File: config.mk
export PLATFORM = sky130hd
export DESIGN_NAME = serial_to_parallel_flat
export DESIGN_NICKNAME = d
export VERILOG_FILES = /design/src/rtl/serial_to_parallel_pkg.sv /design/src/rtl/serial_to_parallel_if.sv /design/src/rtl/serial_to_parallel_ctrl.sv /design/src/rtl/serial_to_parallel.sv /design/src/flat_wrapper.sv
export SDC_FILE = /design/constraint.sdc
export NUM_CORES = 1
export LEC_CHECK = 0
export ABC_AREA = 1
export CORE_AREA = 2 2 133 168
export DETAILED_ROUTE_END_ITERATION = 12
export DIE_AREA = 0 0 135 170
export DONT_BUFFER_PORTS = 1
export SETUP_SLACK_MARGIN = 0.1
export SLEW_MARGIN = 20
export SYNTH_ARGS = -nofsm -noshare
export SYNTH_HDL_FRONTEND = slang
export SYNTH_SLANG_ARGS = --single-unit
File: constraint.sdc
create_clock -name clk -period 2.74 [get_ports clk]
set_input_delay 0.137 -clock clk [delete_from_list [all_inputs] [get_ports clk]]
set_output_delay 0.137 -clock clk [all_outputs]
set_load 0.05 [all_outputs]
File: src/rtl/serial_to_parallel_pkg.sv
// Shared types for the serial_to_parallel deserializer.
package serial_to_parallel_pkg;

  typedef enum logic {
    FILL = 1'b0,
    FULL = 1'b1
  } stp_state_e;

endpackage

File: src/rtl/serial_to_parallel_if.sv
// Word-in / frame-out handshake bundle for serial_to_parallel.
interface serial_to_parallel_if #(
  parameter int unsigned BIT_WIDTH = 32,
  parameter int unsigned N_SAMPLES = 8,
  parameter int unsigned CNT_W     = $clog2(N_SAMPLES + 1)
) ();

  logic [BIT_WIDTH-1:0]           recv_msg;
  logic                           recv_val;
  logic                           recv_rdy;
  logic                           flush;
  logic [N_SAMPLES*BIT_WIDTH-1:0] send_msg;
  logic [CNT_W-1:0]               send_count;
  logic                           send_val;
  logic                           send_rdy;

  modport master (
    output recv_msg, recv_val, flush, send_rdy,
    input  recv_rdy, send_msg, send_count, send_val
  );

  modport slave (
    input  recv_msg, recv_val, flush, send_rdy,
    output recv_rdy, send_msg, send_count, send_val
  );

endinterface

File: src/rtl/serial_to_parallel_ctrl.sv
// FILL/FULL sequencer: write index, slot write enables, slot clear and
// the registered output-side status (recv_rdy, send_val, send_count).
module serial_to_parallel_ctrl
  import serial_to_parallel_pkg::*;
#(
  parameter int unsigned N_SAMPLES = 8,
  parameter int unsigned CNT_W     = $clog2(N_SAMPLES + 1)
) (
  input  logic                 clk,
  input  logic                 reset,
  input  logic                 recv_val,
  input  logic                 flush,
  input  logic                 send_rdy,
  output logic                 recv_rdy,
  output logic                 send_val,
  output logic [CNT_W-1:0]     send_count,
  output logic [N_SAMPLES-1:0] wr_en_c,
  output logic                 slot_clr_c
);

  stp_state_e       state_q, state_d;
  logic [CNT_W-1:0] cnt_q, cnt_d;
  logic [CNT_W-1:0] count_q, count_d;
  logic             rdy_q, rdy_d;
  logic             val_q, val_d;
  logic             acc_c, snd_c, last_c;
  logic [CNT_W-1:0] eff_c;

  // rdy_q is only ever high in FILL, so it alone qualifies an input handshake
  assign acc_c  = recv_val & rdy_q;
  assign snd_c  = val_q & send_rdy;
  assign eff_c  = cnt_q + CNT_W'(acc_c);
  assign last_c = acc_c && (cnt_q == CNT_W'(N_SAMPLES - 1));

  always_comb begin
    state_d    = state_q;
    cnt_d      = cnt_q;
    count_d    = count_q;
    slot_clr_c = 1'b0;
    case (state_q)
      FILL: begin
        if (acc_c) cnt_d = eff_c;
        if (last_c || (flush && (eff_c != '0))) begin
          state_d = FULL;
          count_d = eff_c;
        end
      end
      FULL: begin
        if (snd_c) begin
          state_d    = FILL;
          cnt_d      = '0;
          count_d    = '0;
          slot_clr_c = 1'b1;
        end
      end
      default: state_d = FILL;
    endcase
    rdy_d = (state_d == FILL);
    val_d = (state_d == FULL);
  end

  always_comb begin
    wr_en_c = '0;
    for (int i = 0; i < int'(N_SAMPLES); i++) begin
      wr_en_c[i] = acc_c && (cnt_q == CNT_W'(i));
    end
  end

  always_ff @(posedge clk) begin
    if (reset) begin
      state_q <= FILL;
      cnt_q   <= '0;
      count_q <= '0;
      rdy_q   <= 1'b0;
      val_q   <= 1'b0;
    end else begin
      state_q <= state_d;
      cnt_q   <= cnt_d;
      count_q <= count_d;
      rdy_q   <= rdy_d;
      val_q   <= val_d;
    end
  end

  assign recv_rdy   = rdy_q;
  assign send_val   = val_q;
  assign send_count = count_q;

endmodule

File: src/rtl/serial_to_parallel.sv
// Deserializer: collects N_SAMPLES words into one frame presented on val/rdy,
// with early flush of partial frames and a valid-slot count.
module serial_to_parallel #(
  parameter int unsigned BIT_WIDTH = 32,
  parameter int unsigned N_SAMPLES = 8
) (
  input  logic                 clk,
  input  logic                 reset,
  serial_to_parallel_if.slave  bus
);

  localparam int unsigned CNT_W   = $clog2(N_SAMPLES + 1);
  localparam int unsigned FRAME_W = N_SAMPLES * BIT_WIDTH;

  logic [N_SAMPLES-1:0] wr_en_c;
  logic                 slot_clr_c;
  logic [FRAME_W-1:0]   frame_c;

  serial_to_parallel_ctrl #(
    .N_SAMPLES (N_SAMPLES),
    .CNT_W     (CNT_W)
  ) u_ctrl (
    .clk        (clk),
    .reset      (reset),
    .recv_val   (bus.recv_val),
    .flush      (bus.flush),
    .send_rdy   (bus.send_rdy),
    .recv_rdy   (bus.recv_rdy),
    .send_val   (bus.send_val),
    .send_count (bus.send_count),
    .wr_en_c    (wr_en_c),
    .slot_clr_c (slot_clr_c)
  );

  // Clear on send wins; write and clear never coincide since writes need FILL
  for (genvar i = 0; i < int'(N_SAMPLES); i++) begin : g_slot
    logic [BIT_WIDTH-1:0] slot_q, slot_d;

    always_comb begin
      slot_d = slot_q;
      if (slot_clr_c)      slot_d = '0;
      else if (wr_en_c[i]) slot_d = bus.recv_msg;
    end

    always_ff @(posedge clk) begin
      if (reset) slot_q <= '0;
      else       slot_q <= slot_d;
    end

    assign frame_c[i*BIT_WIDTH +: BIT_WIDTH] = slot_q;
  end

  assign bus.send_msg = frame_c;

endmodule

File: src/flat_wrapper.sv
// flat-port wrapper written by rule: the top's interface ports become plain ports
module serial_to_parallel_flat 
#(
  parameter int unsigned BIT_WIDTH = 32,
  parameter int unsigned N_SAMPLES = 8
)
  (clk, reset, bus_recv_msg, bus_recv_val, bus_flush, bus_send_rdy, bus_recv_rdy, bus_send_msg, bus_send_count, bus_send_val);
  serial_to_parallel_if #(.BIT_WIDTH(BIT_WIDTH), .N_SAMPLES(N_SAMPLES)) bus_i ();
  input  logic clk;
  input  logic reset;
  input wire logic [$bits(bus_i.recv_msg)-1:0] bus_recv_msg;
  input wire logic [$bits(bus_i.recv_val)-1:0] bus_recv_val;
  input wire logic [$bits(bus_i.flush)-1:0] bus_flush;
  input wire logic [$bits(bus_i.send_rdy)-1:0] bus_send_rdy;
  output wire logic [$bits(bus_i.recv_rdy)-1:0] bus_recv_rdy;
  output wire logic [$bits(bus_i.send_msg)-1:0] bus_send_msg;
  output wire logic [$bits(bus_i.send_count)-1:0] bus_send_count;
  output wire logic [$bits(bus_i.send_val)-1:0] bus_send_val;
  assign bus_i.recv_msg = bus_recv_msg;
  assign bus_i.recv_val = bus_recv_val;
  assign bus_i.flush = bus_flush;
  assign bus_i.send_rdy = bus_send_rdy;
  assign bus_recv_rdy = bus_i.recv_rdy;
  assign bus_send_msg = bus_i.send_msg;
  assign bus_send_count = bus_i.send_count;
  assign bus_send_val = bus_i.send_val;
  serial_to_parallel #(.BIT_WIDTH(BIT_WIDTH), .N_SAMPLES(N_SAMPLES)) u_core (.clk(clk), .reset(reset), .bus(bus_i));
endmodule
Yosys cells after proc, flatten, opt, wreduce, memory -nomap -nowiden
Cells that the tools add are included.
{"block": "totals", "register_bits": 266, "in_bits": 37, "mem_bits_ro": 0, "n_memories": 0, "wordCells": 52, "latch_bits": 0, "mem_bits_rw": 0, "out_inout_bits": 262}
{"block": "op_classes", "order_cmp": 0, "muxes": 10, "bitwise": 4, "n_shift": 0, "div": 0, "add_sub_neg": 1, "n_reduce_logical": 15, "n_eq_ne": 10, "n_mul": 0}
{"cell": "$eq 4x3->1 const B", "count": 4}
{"cell": "$pmux 4 s2", "count": 2}
{"cell": "$mux 4", "count": 3}
{"cell": "$logic_and 1x1->1", "count": 9}
{"cell": "$eq 4x2->1 const B", "count": 2}
{"cell": "$add 4x1->4", "count": 1}
{"cell": "$eq 4x1->1 const B", "count": 1}
{"cell": "$logic_not 4->1", "count": 1}
{"cell": "$mux 1", "count": 4}
{"cell": "$ne 2x2->1 const B", "count": 2}
{"cell": "$reduce_and 2->1", "count": 2}
{"cell": "$reduce_bool 4->1", "count": 1}
{"cell": "$and 1x1->1", "count": 2}
{"cell": "$ne 2x1->1 const B", "count": 1}
{"cell": "$not 1->1", "count": 2}
{"cell": "$pmux 1 s2", "count": 1}
{"cell": "$reduce_or 2->1", "count": 1}
{"cell": "$logic_or 1x1->1", "count": 1}

Depth between registers and ports, before layout
{"block": "logic_depth", "depth_word": 8, "depth_mapped": 17, "mapped_depth_nobuf": 15}

Cells and area by module
A second synthesis with hierarchy kept.
{"block": "hier_totals", "hier_cells": 1480, "hier_area_um2": 10299.9}
{"mod": "serial_to_parallel", "cells_per_inst": 1397, "area_each_um2": 9711.8, "instances": 1}
{"mod": "serial_to_parallel_ctrl", "cells_per_inst": 83, "area_each_um2": 588.1, "instances": 1}

Worst setup path after synthesis
Ideal clock, no wire load.
{"block": "synth_timing", "path_type": "register to register", "startpoint": "register u_core.u_ctrl.rdy_q, in the netlist u_core.u_ctrl.recv_rdy", "endpoint": "register u_core.u_ctrl.count_q[0], in the netlist u_core.u_ctrl.send_count[0]", "arrival_time_ns": 2.745, "stages_incl_launch_ff": 15, "path_buffers": 2, "setup_slack_ns": -0.075, "period_less_slack_ns": 2.815, "path_cell_list": "dfxtp_1 nand2_1 inv_1 buf_2 clkbuf_1 ha_1 ha_1 or2_2 nor2_1 nand2_1 nand2_1 nand3_1 nand2_1 nand2_1 a21oi_1"}
{"block": "synth_via", "elab_chain_len": 7, "elab_cells_between_ends": 10, "cone_classes": "add/sub (1); eq/ne (1); mux (2); bitwise (1); reduce/logical (5)"}
{"element": "start, declared", "line_no": "serial_to_parallel_ctrl.sv:24", "text": "logic rdy_q, rdy_d;"}
{"element": "start signal, assigned", "line_no": "serial_to_parallel_ctrl.sv:80", "text": "rdy_q <= rdy_d;"}
{"element": "$and 1x1->1 (*)", "line_no": "serial_to_parallel_ctrl.sv:30", "text": "assign acc_c = recv_val & rdy_q;"}
{"element": "$add 4x1->4", "line_no": "serial_to_parallel_ctrl.sv:32", "text": "assign eff_c = cnt_q + CNT_W'(acc_c);"}
{"element": "$reduce_bool 4->1", "line_no": "serial_to_parallel_ctrl.sv:43", "text": "if (last_c || (flush && (eff_c != '0))) begin"}
{"element": "$logic_and 1x1->1", "line_no": "serial_to_parallel_ctrl.sv:43"}
{"element": "$logic_or 1x1->1", "line_no": "serial_to_parallel_ctrl.sv:43"}
{"element": "$ne 2x2->1 (no source line)"}
{"element": "$reduce_and 2->1 (no source line)"}
{"element": "end signal, assigned", "line_no": "serial_to_parallel_ctrl.sv:79", "text": "count_q <= count_d;"}
{"element": "end, declared", "line_no": "serial_to_parallel_ctrl.sv:23", "text": "logic [CNT_W-1:0] count_q, count_d;"}
Mark *: on every way between the ends. The rest lies on a longest branch, timed or not. The select of a mux whose other input is x is not followed.
A chain may end at the register's enable or synchronous reset.

Worst setup path in the final report
{"block": "layout_timing", "startpoint": "register u_core.u_ctrl.rdy_q, in the netlist u_core.u_ctrl.recv_rdy", "endpoint": "register u_core.u_ctrl.count_q[3], in the netlist u_core.u_ctrl.send_count[3]"}
Same word-level chain as after synthesis.

==> flow_summary.json <==
{
  "ys_warn_count": 0,
  "startpoint_type": "flop",
  "rsz0062_at_grt": "false",
  "tns_ps": 0,
  "avgSynthCellArea_um2": 7.929,
  "synthXorXnorAreaFrac_pct": 0,
  "dpl_worst_slack_ps": 634.6,
  "grt_max_degree": 80,
  "ioPinCount": 299,
  "yosys_most_used_dff": "dfxtp_1",
  "period_needed_ps": 2128,
  "synth-compound-area-share_pct": 14.18,
  "critPathMaxFanout": 4,
  "synthAdderAreaFrac_pct": 0.2523,
  "peakVddDrop_mv": 0.4501,
  "hold_end": "u_core.u_ctrl.cnt_q[0]",
  "hold_viol": 0,
  "syn_inst": 1251,
  "holdPathStages": 4,
  "synth_top_family_by_area": "simple AND/OR/NAND/NOR gates",
  "cts.sink_count": 266,
  "grtUsageTotal_pct": 26.63,
  "p_leak_uw": 0.003606,
  "design.die.area_um2": 22950,
  "die_h_um": 170,
  "regToRegStartpoint": "u_core.u_ctrl.recv_rdy",
  "slew_violations": 0,
  "io_buffers": 0,
  "overflow": 0,
  "cts_resized": 0,
  "slew_headroom_pct": 46.73,
  "synth-edff-count": 0,
  "grt_pass1_wl_um": 48180,
  "synthMuxAreaShare_pct": 0,
  "start_util_pct": 46.53,
  "crit_arrival_ps": 2570,
  "r2r_cells": 12,
  "cts_buffer_depth": 3,
  "critPathKind": "flop to flop",
  "syn_area_um2": 9920,
  "clock_skew_ps": 8.691,
  "synth-async-reset-ratio_pct": 0,
  "antenna_found_initial": 0,
  "grt_pass1_vias": 8026,
  "grt_use_met1_pct": 32.92,
  "cts_made_buffers": 26,
  "num_antenna_cells": 0,
  "fin_ws_ps": 612.3,
  "die_w_um": 135,
  "wl_per_cell_um": 21.39,
  "place_hpwl_um": 19940,
  "r2r_slack_ps": 610,
  "drtPass1Iterations": 5,
  "max_freq_mhz": 470.0,
  "ant_nets": 0,
  "worstHoldStart": "bus_recv_val",
  "period_share_pct": 77.65,
  "ys_ff_latch": 266,
  "clkLatencyLatePin_ps": 520,
  "core-area_um2": 21320,
  "synth_top_area_cell": "dfxtp_1",
  "tightest_slew_ps": 798.3,
  "rows": 60,
  "syn2layout_area_growth_pct": 12.54,
  "busiest_layer": "met2",
  "synth_top_area_share_pct": 53.68,
  "drtIter0Drc": 674,
  "crit_required_ps": 3190,
  "synth_cell_type_count": 20,
  "via_count": 8418,
  "gp_congestion": 0.8245,
  "ys_top_cells_by_area": "dfxtp_1 54%, nand2_1 12%, a21oi_1 12%",
  "final_nets": 1241,
  "design_area_um2": 11160,
  "fill_cells": 2022,
  "root_buffer": "clkbuf_16",
  "postPlaceCellArea_um2": 9941,
  "seq_area_frac_synth_pct": 53.68,
  "postSynthNetCount": 1290,
  "min_path_type": "primary input to flop",
  "fin_hold_ws_ps": 40.84,
  "gr-usage-met3_pct": 9.264,
  "cts_htree_levels": 1,
  "viasPerCell": 5.612,
  "final_cells": 1500,
  "placedCellCount": 1418,
  "p_per_area_nw_per_um2": 720.8,
  "r2r_end": "u_core.u_ctrl.send_count[3]",
  "totalWireLength_um": 32080,
  "drive_gt1_share_pct": 7.043,
  "setup-violations-final": 0,
  "yosys-top-cells-count": "318 x nand2_1, 266 x dfxtp_1, 232 x a21oi_1, 97 x nand4_1, 78 x clkbuf_1",
  "synthSimpleGateAreaFrac_pct": 23.85,
  "cap_violations": 0,
  "grtUsageMet2_pct": 43.65,
  "drc": 0,
  "status": "completed",
  "endpoint_kind": "flop",
  "yosysMostFrequentCell": "nand2_1",
  "cts_tree": "built",
  "clk_pin_slew_ps": 60
}
cells in the final DEF, fill, tap and decap left out, types with 27 or more instances in the layout:
cell type / instances
dfxtp_1: 265
a21oi_1: 232
nand3_1: 72
dlygate4sd3_1: 35
inv_1: 40
nand2_1: 316
a211oi_1: 32
nor2_1: 36
clkbuf_16: 27
nand4_1: 97
routing by layer:
| layer | vias up | share of wire (%) |
|---|---|---|
| li1 | 4098 | - |
| met2 | 315 | 47 |
| met1 | 3949 | 40 |
| met3 | 56 | 10 |
| met5 | - | 0 |
| met4 | 0 | 2.5 |
stage by stage:
step                      util [%]  total power (uW)
final                        52.36              8047
after global routing         52.36              8295
after CTS                    52.36              8099
after detailed placement     46.63              4368
after global placement       46.63              4367
after floorplan                  -              4346
flip-flops by register name (all words and copies together) (netlist names):
register,flops
u_core.g_slot.slot_q,256
u_core.u_ctrl.cnt_q,4
u_core.u_ctrl.recv_rdy,1
u_core.u_ctrl.send_count,4
u_core.u_ctrl.send_val,1
cell families (layout without fill, tap and decap cells):
kind of cell	Yosys count	in the layout
compound gates	265	265
fa+ha+maj	2	2
buf+inv	184	154
flops	266	266
simple gates	534	534
area by class of cell:
type | instances | area [um2] | share of cell area, %
clock buffers | 40 | 784.5 | 7.028
well taps | 279 | 349.1 | 3.127
clock inverters | 7 | 87.58 | 0.7846
inverters | 45 | 170.2 | 1.524
repair buffers | 62 | 603.1 | 5.402
flip-flops and latches | 266 | 5326 | 47.71
multi-input cells | 801 | 3842 | 34.42
critical path, cell delays in order, from the launching register on:
cell and delay, ps:
dfxtp_2 320, nand2_1 170, clkinv_2 90, ha_1 210, ha_1 320, or2_2 300, nor2_1 100, nand2_1 60
nand2_1 70, nand3_1 80, nand2_1 130, nand2_1 60, a21oi_1 140
what timing repair did:
item                                   in CTS  in global routing
hold buffers                               35                  0
setup buffers                               0                  0
endpoints found under the hold margin     266                  0
power breakdown:
group          total (uW)  switching, uW  internal (uW)
clock network        3640           1490           2150
registers            4040            141           3900
logic                 367            277           89.7
total                8050           1900           6140
how the worst max path moves through the flow:
| stage | from | end | slack, ps | cells past startpoint |
|---|---|---|---|---|
| CTS | u_core.u_ctrl.recv_rdy | u_core.u_ctrl.send_count[3] | 610 | 12 |
| global placement | u_core.u_ctrl.recv_rdy | u_core.u_ctrl.send_count[2] | 690 | 12 |
| floorplan | u_core.u_ctrl.recv_rdy | u_core.u_ctrl.send_count[0] | 130 | 14 |
| finish | u_core.u_ctrl.recv_rdy | u_core.u_ctrl.send_count[3] | 610 | 12 |
| global route | u_core.u_ctrl.recv_rdy | u_core.u_ctrl.send_count[1] | 380 | 12 |
| detailed placement | u_core.u_ctrl.recv_rdy | u_core.u_ctrl.send_count[1] | 630 | 12 |
Power figures use the tool's default switching activity.
